[config.mk]
export PLATFORM = sky130hd
export DESIGN_NAME = pio_gpio_irq
export DESIGN_NICKNAME = d
export VERILOG_FILES = /design/src/rtl/pio_gpio_irq.sv
export SDC_FILE = /design/constraint.sdc
export NUM_CORES = 1
export LEC_CHECK = 0
export CORE_MARGIN = 4
export CORE_UTILIZATION = 34
export CTS_CLUSTER_DIAMETER = 150
export CTS_CLUSTER_SIZE = 8
export DETAILED_ROUTE_END_ITERATION = 8
export GPL_ROUTABILITY_DRIVEN = 0
export PLACE_DENSITY_LB_ADDON = 0.25
export SYNTH_ARGS = -nofsm -noshare
export SYNTH_HDL_FRONTEND = slang
export SYNTH_SLANG_ARGS = --single-unit
[constraint.sdc]
create_clock -name clk_clk -period 1 [get_ports clk_clk]
set_input_delay 0.2 -clock clk_clk [delete_from_list [all_inputs] [get_ports clk_clk]]
set_output_delay 0.2 -clock clk_clk [all_outputs]
set_load 0.02 [all_outputs]
[src/rtl/pio_gpio_irq.sv]
// Avalon-MM GPIO: synchronised inputs, edge-capture interrupt, set/clear outputs.
// Define PIO_GPIO_DEBOUNCE_EN to build the per-bit input debounce counters.
module pio_gpio_irq #(
  parameter int IN_WIDTH        = 4,
  parameter int OUT_WIDTH       = 4,
  parameter int DEBOUNCE_CYCLES = 50000,
  parameter int EDGE_MODE       = 0
) (
  input  logic                 clk_clk,
  input  logic                 reset_reset,
  input  logic [2:0]           avs_address,
  input  logic                 avs_read,
  input  logic                 avs_write,
  input  logic [31:0]          avs_writedata,
  output logic [31:0]          avs_readdata,
  input  logic [IN_WIDTH-1:0]  sw_in,
  output logic [OUT_WIDTH-1:0] led_out,
  output logic                 irq
);

  localparam logic [2:0] ADDR_DATA_IN  = 3'd0;
  localparam logic [2:0] ADDR_DATA_OUT = 3'd1;
  localparam logic [2:0] ADDR_IRQ_MASK = 3'd2;
  localparam logic [2:0] ADDR_EDGE_CAP = 3'd3;
  localparam logic [2:0] ADDR_OUT_SET  = 3'd4;
  localparam logic [2:0] ADDR_OUT_CLR  = 3'd5;

  logic [IN_WIDTH-1:0]  sync_q1;
  logic [IN_WIDTH-1:0]  sync_q2;
  logic [IN_WIDTH-1:0]  deb;
  logic [IN_WIDTH-1:0]  deb_prev;
  logic [IN_WIDTH-1:0]  edge_hit;
  logic [IN_WIDTH-1:0]  edge_cap;
  logic [IN_WIDTH-1:0]  irq_mask;
  logic [IN_WIDTH-1:0]  cap_clr;
  logic [OUT_WIDTH-1:0] data_out;
  logic [31:0]          rd_mux;
  logic                 unused_wdata;

  assign unused_wdata = ^avs_writedata;

  always_ff @(posedge clk_clk) begin
    if (reset_reset) begin
      sync_q1 <= '0;
      sync_q2 <= '0;
    end else begin
      sync_q1 <= sw_in;
      sync_q2 <= sync_q1;
    end
  end

`ifdef PIO_GPIO_DEBOUNCE_EN
  localparam int CNT_W = (DEBOUNCE_CYCLES > 1) ? $clog2(DEBOUNCE_CYCLES) : 1;
  localparam logic [CNT_W-1:0] CNT_LAST = CNT_W'(DEBOUNCE_CYCLES - 1);

  logic [IN_WIDTH-1:0][CNT_W-1:0] db_cnt;

  // Counter only runs while the synced bit disagrees with the debounced bit.
  always_ff @(posedge clk_clk) begin
    if (reset_reset) begin
      db_cnt <= '0;
      deb    <= '0;
    end else begin
      for (int i = 0; i < IN_WIDTH; i++) begin
        if (sync_q2[i] == deb[i]) begin
          db_cnt[i] <= '0;
        end else if (db_cnt[i] == CNT_LAST) begin
          deb[i]    <= sync_q2[i];
          db_cnt[i] <= '0;
        end else begin
          db_cnt[i] <= db_cnt[i] + CNT_W'(1);
        end
      end
    end
  end
`else
  localparam int unused_debounce_cycles = DEBOUNCE_CYCLES;

  assign deb = sync_q2;
`endif

  always_comb begin
    case (EDGE_MODE)
      0:       edge_hit = deb & ~deb_prev;
      1:       edge_hit = ~deb & deb_prev;
      default: edge_hit = deb ^ deb_prev;
    endcase
  end

  always_comb begin
    cap_clr = '0;
    if (avs_write && avs_address == ADDR_EDGE_CAP) cap_clr = avs_writedata[IN_WIDTH-1:0];
  end

  always_comb begin
    rd_mux = '0;
    case (avs_address)
      ADDR_DATA_IN:  rd_mux[IN_WIDTH-1:0]  = deb;
      ADDR_DATA_OUT: rd_mux[OUT_WIDTH-1:0] = data_out;
      ADDR_IRQ_MASK: rd_mux[IN_WIDTH-1:0]  = irq_mask;
      ADDR_EDGE_CAP: rd_mux[IN_WIDTH-1:0]  = edge_cap;
      default:       rd_mux = '0;
    endcase
  end

  // A fresh edge wins over a write-1-clear landing on the same bit.
  always_ff @(posedge clk_clk) begin
    if (reset_reset) begin
      deb_prev     <= '0;
      edge_cap     <= '0;
      irq_mask     <= '0;
      data_out     <= '0;
      irq          <= 1'b0;
      avs_readdata <= '0;
    end else begin
      deb_prev     <= deb;
      edge_cap     <= (edge_cap & ~cap_clr) | edge_hit;
      irq          <= |(edge_cap & irq_mask);
      avs_readdata <= avs_read ? rd_mux : '0;
      if (avs_write) begin
        case (avs_address)
          ADDR_DATA_OUT: data_out <= avs_writedata[OUT_WIDTH-1:0];
          ADDR_IRQ_MASK: irq_mask <= avs_writedata[IN_WIDTH-1:0];
          ADDR_OUT_SET:  data_out <= data_out | avs_writedata[OUT_WIDTH-1:0];
          ADDR_OUT_CLR:  data_out <= data_out & ~avs_writedata[OUT_WIDTH-1:0];
          default:       data_out <= data_out;
        endcase
      end
    end
  end

  assign led_out = data_out;

endmodule

Word-level counts from Yosys, hierarchy flattened
Cells that the tools add are included.
{ "totals": {"reg_bits": 57, "inputBits": 43} }
{ "op_classes": {"n_eq_ne": 5, "muxes": 3, "bitwise": 10, "n_reduce_logical": 7} }
{ "ops": {"columns": ["op", "n"], "rows": [
  ["$and A4 B4 Y4", 4],
  ["$pmux W4 S4", 1],
  ["$not A4 Y4", 3],
  ["$pmux W4 S3", 1],
  ["$or A4 B4 Y4", 2],
  ["$eq A3 B2 Y1 const B", 2],
  ["$eq A3 B3 Y1 const B", 2],
  ["$mux W4", 1],
  ["$reduce_and A2 Y1", 2],
  ["$reduce_or A4 Y1", 1],
  ["$eq A3 B1 Y1 const B", 1],
  ["$logic_not A3 Y1", 1],
  ["$reduce_bool A3 Y1", 1],
  ["$reduce_or A2 Y1", 1],
  ["$logic_and A1 B1 Y1", 1],
  ["$not A1 Y1", 1]
]} }

Depth between registers and ports, before layout
Gate-level depths: netlist of run 1.
{ "logic_depth": {"depth_word": 6, "ltp_mapped": 5, "ltp_nobuf": 3} }

Least setup slack after synthesis of run 1
No wires, ideal clock.
{ "synth_path": {"path_type": "input to register", "startpoint": "input port avs_address[2]", "endpoint": "register irq_mask[0]", "setup_ps": 114, "arrival_time_ps": 935, "setup_slack_ps": -49, "stages": 5, "path_cell_list": "buf_6 -> nor4bb_4 -> buf_6 -> mux2i_1 -> nor2_1"} }
{ "synth_between": {"elab_chain_cells": 2} }
{ "synth_lines": {"columns": ["element", "line", "text"], "rows": [
  ["start: declaration", "11", "input logic [2:0] avs_address,"],
  ["$eq A3 B2 Y1", "121", "case (avs_address)"],
  ["$reduce_and A2 Y1 (no line)", null, null],
  ["end signal: assignment", "123", "ADDR_IRQ_MASK: irq_mask <= avs_writedata[IN_WIDTH-1:0];"],
  ["end: declaration", "34", "logic [IN_WIDTH-1:0] irq_mask;"]
]} }
No other way between the ends.
A chain may end at the register's enable or synchronous reset.

Worst setup path in the final report of run 1
{ "layout_path": {"startpoint": "input port avs_writedata[0]", "endpoint": "register data_out[0], in the netlist led_out[0]"} }
{ "layout_between": {"elab_chain_cells": 3, "word_cells_on_any_way": 4, "classes_between": "mux: 1; bitwise: 3"} }
{ "layout_lines": {"columns": ["element", "line", "text"], "rows": [
  ["start: declaration", "14", "input logic [31:0] avs_writedata,"],
  ["$not A4 Y4", "125", "ADDR_OUT_CLR: data_out <= data_out & ~avs_writedata[OUT_WIDTH-1:0];"],
  ["$and A4 B4 Y4", "125", null],
  ["$pmux W4 S3 *", "121", null],
  ["end signal: assignment", "122", "ADDR_DATA_OUT: data_out <= avs_writedata[OUT_WIDTH-1:0];"],
  ["end signal: assignment", "125", null],
  ["end signal: assignment", "126", "default: data_out <= data_out;"],
  ["end: declaration", "36", "logic [OUT_WIDTH-1:0] data_out;"]
]} }
Mark *: on every way between the ends. The rest lies on a longest branch, timed or not.

==> flow_summary_export.csv, run 1 <==
group,metric,value,unit
critical_path,worstPathCellList,"clkdlybuf4s50_1, and2b_1, o21ai_0, a21oi_1",
clock_tree,cts_max_level,2,
logic_synthesis,synth_warnings,0,
logic_synthesis,synth_cell_types,25,
critical_path,critPathMaxFanout,4,
routing,viasPerCell,4.30,
logic_synthesis,synth_cells,138,
logic_synthesis,synth-seq-cells,29,
cells_and_area,diodes,0,
timing,fin_crit_sh,98.0,%
clock_tree,clk_pin_slew,0.07,ns
timing,setup_ws,0.0204,ns
routing,route.vias.total,990,
global_route,grt_pass1_wl,4550,um
critical_path,cp.required,1.17,ns
global_route,overflow,0,
clock_tree,clock-sinks,29,
routing,drt-initial-drc-count,53,
logic_synthesis,synth_area,0.00138,mm^2
power_and_ir_drop,p_leak,0.776,nW
routing,wl_met3,241,um
logic_synthesis,synth_top_area_share,42.0,%
timing,fmax,1.02,GHz
outcome,outcome,"completed",
placement,numPortBuffers,23,
logic_synthesis,seq_area_frac_synth,42.0,%
timing,slew_viol_final,0,
timing,finClkSkew,0.00651,ns
floorplanning,num_io_pins,80,
floorplanning,initial_core_util,36.4,%
routing,wl,2930,um
clock_tree,cts_buffer_depth,2,
power_and_ir_drop,p_per_area,1450,mW/mm^2
global_route,antenna_found_initial,0,
logic_synthesis,async_flop_share,0,%
critical_path,crit_type,"in2reg",
floorplanning,rows,22,
logic_synthesis,synth.area.top_cells,"dfxtp_1, buf_4, mux2i_1",
logic_synthesis,synth-main-ff-cell,"dfxtp_1",
critical_path,slowest_stage,"clkdlybuf4s50_1",
timing,fin_crit,0.980,ns
clock_tree,clk_latency,0.28,ns
job,max_cap_viol_count,0,
global_route,grt_use_total,11.7,%
logic_synthesis,synth_top_area_cell,"dfxtp_1",
clock_tree,post_cts_buffers,0,
placement,place_inst,222,
clock_tree,root_buffer,"clkbuf_8",
timing,setup_viol_count_final,0,
critical_path,end_kind,"flop",
routing,drt-met1-wl,1240,um
clock_tree,cts_tree,"yes",
cells_and_area,finalNonFillerCells,230,
global_route,grt_pass1_vias,947,
floorplanning,die_area,0.00515,mm^2
routing,ant_nets,0,
floorplanning,die_h,71.8,um
critical_path,start_kind,"primary input",
timing,hold_viol,0,
logic_synthesis,synthTopCellsByCount,"dfxtp_1, buf_4, mux2i_1, nor2b_1, a21oi_1",
placement,pre_cts_ws,-0.589,ns
min_path,hold_class,"reg2reg",
cells_and_area,areaGrowthSynthToFinish,25.2,%
cells_and_area,n_fill_cell,360,
routing,drc,0,
routing,top_layer,"met4",
logic_synthesis,synth_edf_count,0,
power_and_ir_drop,peakVddDrop,0.808,mV
routing,dr.pass1.iters,4,
cells_and_area,drive_gt1_share,26.4,%
floorplanning,die_w,71.8,um
routing,drt-wirelength-per-cell,12.7,um
clock_tree,cts-hold-fix-buffers,0,
logic_synthesis,syn_avg_cell_area,10.0,um^2
power_and_ir_drop,total_power,2.51,mW
routing,met2_wirelength,1400,um
critical_path,slowest_delay,0.54,ns
global_route,grt_start_max_net_pins,14,
logic_synthesis,yosysMostFrequentCell,"dfxtp_1",
critical_path,arrival,1.15,ns
placement,dp_hpwl,2270,um
floorplanning,design.core.area,0.00380,mm^2
cells_and_area,fin_nets,224,
clock_tree,cts_made_buffers,5,
timing,rsz0062_at_grt,"false",
[metrics by stage]
step	setup TNS [ns]	utilization, %	area [um^2]	hold slack (ns)
final	0	45.6	1730	0.441
after global routing	0	45.6	1730	0.447
after CTS	0	45.5	1730	0.444
after detailed placement	-11.17	44.0	1670	0.430
after global placement	-10.58	44.0	1670	0.422
after floorplan	-0.182	-	1490	0.283
[sequential cells by signal (all words and copies together), names as in the netlist]
name,count
deb_prev,4
led_out,4
irq_mask,4
avs_readdata,4
irq,1
edge_cap,4
deb,4
sync_q1,4
[area by class of cell]
class                      instances  area, um^2  share of cell area, %
timing repair buffer              42         338                   19.5
multi-input combinational         99         653                   37.7
clock buffer                       6        72.6                   4.19
tap                               48        60.1                   3.47
clock inverter                     2        10.0                  0.578
sequential                        29         582                   33.6
inverter                           4        15.0                  0.868
[critical path: cells and delay by family]
kind | cells | cell delay, ns
AOI/OAI and AO/OA | 2 | 0.21
buffers and inverters | 1 | 0.54
and+or+nand+nor | 1 | 0.19
[power breakdown]
| part | internal [mW] | leakage [nW] | switching (mW) |
|---|---|---|---|
| Sequential | 1.20 | 0.237 | 0.0196 |
| Combinational | 0.167 | 0.494 | 0.226 |
| Clock | 0.480 | 0.0450 | 0.426 |
| Total | 1.84 | 0.776 | 0.671 |
[cell usage in the layout, fill, tap and decap left out, types with 2 or more instances in the layout]
| cell type | n |
|---|---|
| and2b_1 | 4 |
| clkbuf_8 | 5 |
| buf_4 | 19 |
| clkbuf_2 | 2 |
| a21oi_2 | 3 |
| dfxtp_1 | 28 |
| dlygate4sd2_1 | 2 |
| nor2_1 | 4 |
| clkdlybuf4s50_1 | 9 |
| mux2i_1 | 12 |
| and2_1 | 4 |
| a21oi_1 | 6 |
| nand3_1 | 4 |
| o21ai_1 | 2 |
| a22o_1 | 4 |
| o21ai_0 | 2 |
| inv_1 | 4 |
| conb_1 | 28 |
| buf_2 | 7 |
| a22oi_1 | 2 |
| clkinv_2 | 2 |
| nor2b_1 | 12 |
| o22ai_1 | 3 |
| buf_6 | 2 |
[final timing paths]
path / start / endpoint / slack, ns / depth (start not counted)
max: avs_writedata[0] / led_out[0] / 0.02 / 4
min: sync_q1[0] / deb[0] / 0.44 / 1
max reg2reg: led_out[0] / avs_readdata[0] / 0.04 / 4
min reg2reg: sync_q1[0] / deb[0] / 0.44 / 1
[metal layers]
layer  global-route usage, %  vias to the layer above
li1                        -                      491
met2                    18.1                       34
met1                    13.8                      460
met4                    4.38                        0
met3                    6.03                        5
met5                       0                        -
[cell families after synthesis]
group | Yosys count | share of synthesized area [%]
buf+inv | 37 | 19.8
simple gates | 35 | 17.1
flops | 29 | 42.0
compound gates | 23 | 10.1
mux | 12 | 8.69
xor+xnor | 1 | 1.99
other cells | 1 | 0.271
[repair_timing]
item,in CTS,in global routing
resized for setup,51,11
pin swaps,1,2
hold endpoints to repair,0,0
setup endpoints to repair,25,11
(Power assumes the default switching activity.)
==> run 2: changes to the inputs <==
--- a/config.mk
+++ b/config.mk
@@ -5,8 +5,10 @@
 export SDC_FILE = /design/constraint.sdc
 export NUM_CORES = 1
 export LEC_CHECK = 0
+export CELL_PAD_IN_SITES_DETAIL_PLACEMENT = 1
+export CELL_PAD_IN_SITES_GLOBAL_PLACEMENT = 1
 export CORE_MARGIN = 4
-export CORE_UTILIZATION = 34
+export CORE_UTILIZATION = 24
 export CTS_CLUSTER_DIAMETER = 150
 export CTS_CLUSTER_SIZE = 8
 export DETAILED_ROUTE_END_ITERATION = 8
==> flow_summary_export.csv, run 2 (same netlist as run 1, synthesis figures left out) <==
group,metric,value,unit
power_and_ir_drop,p_leak,0.806,nW
cells_and_area,fin_nets,227,
critical_path,arrival,0.77,ns
placement,place_inst,249,
timing,setup_viol_count_final,0,
min_path,holdPathEnd,"led_out[0]",
placement,pre_cts_ws,-0.619,ns
critical_path,r2r-end,"avs_readdata[0]",
routing,wl,3400,um
clock_tree,clk_pin_slew,0.07,ns
critical_path,crit_type,"reg2out",
cells_and_area,drive_gt1_share,25.5,%
floorplanning,design.core.area,0.00554,mm^2
timing,hold_viol,0,
clock_tree,cts_buffer_depth,2,
global_route,grt_pass1_vias,1078,
clock_tree,cts_made_buffers,5,
timing,fin_crit,0.966,ns
cells_and_area,final_cell_mix,"conb_1, dfxtp_1, buf_4",
global_route,overflow,0,
cells_and_area,areaGrowthSynthToFinish,28.4,%
cells_and_area,finalNonFillerCells,256,
clock_tree,cts_tree,"yes",
critical_path,slowest_delay,0.34,ns
critical_path,critPathMaxFanout,2,
critical_path,cp.depth,1,
routing,ant_nets,0,
power_and_ir_drop,peakVddDrop,0.521,mV
critical_path,start_kind,"flop",
clock_tree,root_buffer,"clkbuf_8",
cells_and_area,final_util,32.0,%
clock_tree,clock-sinks,29,
critical_path,cp.required,0.80,ns
routing,drc,0,
critical_path,worstPathCellList,"buf_4",
placement,dp_hpwl,2670,um
routing,dr.pass1.iters,5,
global_route,grt_use_total,10.2,%
floorplanning,rows,27,
timing,finClkSkew,0.00918,ns
min_path,hold_start,"avs_writedata[0]",
timing,rsz0062_at_grt,"false",
routing,viasPerCell,3.98,
min_path,hold_class,"in2reg",
routing,route.vias.total,1019,
min_path,hold_path_depth,3,
floorplanning,initial_core_util,25.0,%
global_route,grt_start_max_net_pins,12,
timing,fin_crit_sh,96.6,%
cells_and_area,n_fill_cell,663,
critical_path,rrSetupSlack,0.07,ns
global_route,antenna_found_initial,0,
clock_tree,cts-hold-fix-buffers,0,
floorplanning,die_w,83.9,um
routing,drt-wirelength-per-cell,13.3,um
job,max_cap_viol_count,0,
cells_and_area,diodes,0,
placement,numPortBuffers,23,
floorplanning,num_io_pins,80,
clock_tree,cts_max_level,2,
cells_and_area,multiInputGateArea,639,um^2
critical_path,timing.rr.start,"led_out[0]",
routing,drt-initial-drc-count,37,
power_and_ir_drop,p_per_area,1460,mW/mm^2
cells_and_area,seqCellArea,582,um^2
clock_tree,clk_latency,0.28,ns
critical_path,slowest_stage,"dfxtp_1",
critical_path,crit_family,"flip-flops",
timing,setup_ws,0.0343,ns
critical_path,reg2reg_depth,4,
timing,fmax,1.04,GHz
critical_path,end_kind,"primary output",
outcome,outcome,"completed",
floorplanning,die_area,0.00704,mm^2
global_route,grt_pass1_wl,5600,um
floorplanning,die_h,83.9,um
timing,slew_viol_final,0,
critical_path,critPathBufInv,1,
run 2: worst max-delay path by stage:
stage / startpoint / end / slack (ns)
global placement: avs_address[2] / avs_readdata[1] / -0.58
CTS: led_out[3] / led_out[3] / 0.005
finish: led_out[3] / led_out[3] / 0.03
floorplan: avs_address[2] / irq_mask[0] / -0.05
detailed placement: avs_address[0] / avs_readdata[2] / -0.62
global route: led_out[0] / avs_readdata[0] / 0.006
run 2: what timing repair did:
item | CTS | global route
pin swaps | 1 | 4
setup buffers | 0 | 0
endpoints found under the setup margin | 25 | 12
resized for setup | 52 | 10
run 2: cell type report:
type | instances | share of cell area (%)
clock buffers | 7 | 4.86
inverters | 4 | 0.846
multi-input cells | 99 | 36.0
flip-flops and latches | 29 | 32.8
well taps | 72 | 5.07
repair buffers | 45 | 20.4
run 2: stage by stage:
stage / total power, mW / TNS [ns] / hold WS, ns / instance area [um^2]
3_3_place_gp: 1.64 / -12.07 / 0.422 / 1720
6_report: 2.59 / 0 / 0.252 / 1780
2_1_floorplan: 1.56 / -0.182 / 0.283 / 1490
5_1_grt: 2.71 / 0 / 0.291 / 1780
3_5_place_dp: 1.64 / -12.61 / 0.431 / 1720
4_1_cts: 2.63 / 0 / 0.444 / 1760
run 2: report_power, final:
group          internal (mW)  total [mW]  leakage [nW]  switching, mW
sequential              1.20        1.22         0.237         0.0209
combinational          0.168       0.397         0.524          0.229
clock                  0.545       0.972        0.0443          0.427
total                   1.91        2.59         0.806          0.677
run 2: metal layers:
layer,GRT usage [%],part of all wire [%],vias up
met5,0,0,-
met4,4.09,2.1,0
met3,3.85,6.8,10
met2,16.9,49,41
met1,11.7,42,474
li1,-,-,494
==> run 3: changes to the inputs <==
--- a/config.mk
+++ b/config.mk
@@ -17,3 +17,4 @@
 export SYNTH_ARGS = -nofsm -noshare
 export SYNTH_HDL_FRONTEND = slang
 export SYNTH_SLANG_ARGS = --single-unit
+export TNS_END_PERCENT = 1
==> flow_summary_export.csv, run 3 (same netlist as run 1, synthesis figures left out) <==
group,metric,value,unit
clock_tree,root_buffer,"clkbuf_8",
routing,viasPerCell,3.97,
critical_path,end_kind,"flop",
routing,drt-wirelength-per-cell,12.9,um
floorplanning,die_h,83.9,um
timing,finClkSkew,0.00852,ns
critical_path,worstPathCellList,"clkdlybuf4s50_1, and2b_1, o21ai_1, a21oi_1",
timing,tns,0,ns
critical_path,cp.required,1.16,ns
clock_tree,cts_made_buffers,5,
clock_tree,cts-hold-fix-buffers,0,
critical_path,critPathMaxFanout,2,
timing,fin_crit,0.970,ns
routing,drt-initial-drc-count,48,
timing,hold_viol,0,
clock_tree,clock-sinks,29,
job,max_cap_viol_count,0,
power_and_ir_drop,peakVddDrop,0.440,mV
floorplanning,num_io_pins,80,
power_and_ir_drop,p_per_area,1430,mW/mm^2
global_route,grt_pass1_wl,5120,um
global_route,grt_pass1_vias,1050,
power_and_ir_drop,power_switching_share,26.7,%
routing,route.vias.total,1012,
critical_path,timing.rr.start,"led_out[1]",
routing,drc,0,
critical_path,cp-startpoint,"avs_writedata[3]",
floorplanning,rows,27,
critical_path,crit_type,"in2reg",
power_and_ir_drop,combPwrFrac,15.6,%
timing,rsz0062_at_grt,"true",
placement,dp_hpwl,2680,um
power_and_ir_drop,p_leak,0.785,nW
power_and_ir_drop,p_clk_share,35.9,%
routing,dr.pass1.iters,2,
power_and_ir_drop,power.internal,1.84,mW
clock_tree,clk_pin_slew,0.06,ns
floorplanning,die_w,83.9,um
cells_and_area,areaGrowthSynthToFinish,26.9,%
floorplanning,die_area,0.00704,mm^2
timing,slew_viol_final,0,
timing,setup_viol_count_final,0,
min_path,hold_class,"in2reg",
power_and_ir_drop,p_sw,0.670,mW
global_route,antenna_found_initial,0,
critical_path,slowest_delay,0.51,ns
cells_and_area,final_common_cell,"conb_1",
placement,numPortBuffers,23,
critical_path,arrival,1.13,ns
global_route,grt_use_total,9.42,%
clock_tree,cts_buffer_depth,2,
global_route,overflow,0,
min_path,hold_start,"reset_reset",
timing,fmax,1.03,GHz
floorplanning,design.core.area,0.00554,mm^2
power_and_ir_drop,seq_power_share,48.5,%
cells_and_area,fin_nets,225,
placement,place_inst,247,
clock_tree,cts_tree,"yes",
cells_and_area,drive_gt1_share,26.2,%
timing,fin_crit_sh,97.0,%
critical_path,rrSetupSlack,0.07,ns
clock_tree,clk_latency,0.28,ns
cells_and_area,n_fill_cell,667,
global_route,grt_start_max_net_pins,14,
clock_tree,cts_max_level,2,
cells_and_area,diodes,0,
critical_path,slowest_stage,"clkdlybuf4s50_1",
critical_path,start_kind,"primary input",
outcome,outcome,"completed",
routing,ant_nets,0,
floorplanning,initial_core_util,25.0,%
cells_and_area,final_cell_mix,"conb_1, dfxtp_1, buf_4",
cells_and_area,finalNonFillerCells,255,
routing,wl,3280,um
## run 3: cell types whose count changed in the layout (fill, tap and decap cells not counted), sizes merged
cell,before,now
buf,33,31
clkinv,0,2
dlymetal6s2s,2,1
clkdlybuf4s50,7,9
clkdlybuf4s15,1,0
clkbuf,8,7
## run 3: power by group through the flow
stage	sequential (mW)	clock, mW	combinational (mW)
after global placement	1.24	0	0.382
after CTS	1.22	0.935	0.391
after detailed placement	1.24	0	0.390
after global routing	1.22	0.993	0.420
final	1.22	0.903	0.391
after floorplan	1.24	0	0.310
## run 3: routing by layer
layer | vias to the layer above | GRT usage (%) | wire length, um
met5 | - | 0 | 0
met4 | 0 | 5.26 | 94
met3 | 6 | 3.06 | 175
met2 | 35 | 16.2 | 1620
met1 | 477 | 10.1 | 1390
li1 | 494 | - | -
## run 3: cell type report
type                            count  area, um^2  area share [%]
Clock inverter                      2        10.0           0.571
Multi-Input combinational cell     99         639            36.4
Sequential cell                    29         584            33.3
Inverter                            4        15.0           0.856
Timing Repair Buffer               43         343            19.5
Clock buffer                        6        72.6            4.14
Tap cell                           72        90.1            5.14
## run 3: timing repair
action | in CTS | in global routing
setup buffers | 0 | 0
gates resized for setup | 53 | 12
pin swaps | 0 | 2
setup endpoints to repair | 26 | 18
## run 3: per-stage QoR
stage / total power, mW / area (um^2) / setup WS [ns] / util, % / hold slack [ns]
floorplan: 1.55 / 1480 / -0.0490 / - / 0.283
global placement: 1.62 / 1700 / -0.564 / 30.6 / 0.420
detailed placement: 1.63 / 1700 / -0.602 / 30.6 / 0.429
CTS: 2.54 / 1760 / -0.0427 / 31.8 / 0.443
global route: 2.64 / 1750 / -0.0116 / 31.7 / 0.328
finish: 2.51 / 1750 / 0.0304 / 31.7 / 0.302
## run 3: path summary, 6_finish.rpt
path	endpoint	cells after the start
setup / recovery	led_out[3]	4
hold / removal	irq_mask[0]	3
setup reg to reg	avs_readdata[1]	4
hold reg to reg	deb[0]	1
## run 3: critical path, delay by kind of cell
family          cells  cell delay, ns
compound gates      2            0.22
simple gates        1            0.20
buf+inv             1            0.51
==> RTL change, RTL diff (flow settings as in run 3) <==
`EDGE_MODE`: 0 -> 1.
--- a/src/rtl/pio_gpio_irq.sv
+++ b/src/rtl/pio_gpio_irq.sv
@@ -5,5 +5,5 @@
   parameter int OUT_WIDTH       = 4,
   parameter int DEBOUNCE_CYCLES = 50000,
-  parameter int EDGE_MODE       = 0
+  parameter int EDGE_MODE       = 1
 ) (
   input  logic                 clk_clk,
Behaviour: not the same (a bounded check fails within 10 cycles, from zero or initial values and one cycle with reset_reset high).
==> RTL change against run 3 <==
  * Critical path depth down 3
  * Routed wire length down 0.12%
  * Highest routed layer unchanged
  * Worst setup slack worse by 0.0048 ns
  * Fmax down 0.50%
  * Power up 5.3%
  * Core utilization down 0.29 points
  * Sequential cell count unchanged
  * Hold slack better by 0.036 ns
  * Cell area down 2.1%
  * Register-to-register slack worse by 0.03 ns
  * Die area down 2.4%
  * Cell count up 0.39%
  * Area after synthesis down 2.6%
==> RTL change: results <==
export IMPL_slowest_stage="dfxtp_1"
export IMPL_met2_length_um=1490
export IMPL_layout_nonclk_buf_frac=0.184
export IMPL_seq_share=0.340
export IMPL_rrSetupSlack_ns=0.04
export IMPL_grt_pass1_wl_um=5530
export IMPL_p_sw_frac=0.261
export IMPL_multi_input_area_um2=612
export IMPL_worst_path_largest_cell_delay_ns=0.33
export IMPL_fin_area_um2=1720
export IMPL_seq_area_frac_synth=0.431
export IMPL_cts_repair_resized=50
export IMPL_crit_family="flip-flops"
export IMPL_synthXorXnorAreaFrac=0.00651
export IMPL_setup_slack_ns=0.0256
export IMPL_wirelength_um=3270
export IMPL_signal_buffers=40
export IMPL_outcome="finished clean"
export IMPL_grtUsageMet3=0.0377
export IMPL_grt_usage=0.101
export IMPL_multi_input_gates=103
export IMPL_pre_cts_slack_ns=-0.639
export IMPL_synth_distinct_cells=23
export IMPL_ir_worst_vdd_mv=0.528
export IMPL_cp_arrival_ns=0.77
export IMPL_clkbuf_count=7
export IMPL_leakagePower_uw=0.000761
export IMPL_grt_use_met1=0.130
export IMPL_hold_worst_slack_ns=0.338
==> RTL change: cell types whose count changed after synthesis, moves of 2 or more <==
cell / before / now
buf_6: 4 / 2
nor2b_1: 12 / 14
nand2b_1: 1 / 5
buf_4: 28 / 30
o21ai_0: 4 / 8
a22o_1: 4 / 0
==> RTL change: cells by family after synthesis <==
group | after synthesis
simple gates | 39
buf+inv | 37
flops | 29
compound gates | 23
mux | 12
xor+xnor | 1
other cells | 1
==> RTL change: final timing paths <==
check	end	cells after the start	start
setup reg to reg	avs_readdata[1]$_SDFF_PP0_	4	led_out[1]$_SDFFE_PP0P_
hold reg to reg	deb[0]$_SDFF_PP0_	1	sync_q1[0]$_SDFF_PP0_
setup / recovery	led_out[0]	1	led_out[0]$_SDFFE_PP0P_
hold / removal	led_out[2]$_SDFFE_PP0P_	4	avs_address[1]
==> RTL change: metrics by stage <==
step	power, uW	instances
global route	2770	256
detailed placement	1600	248
floorplan	1520	169
finish	2650	256
CTS	2670	256
global placement	1590	248
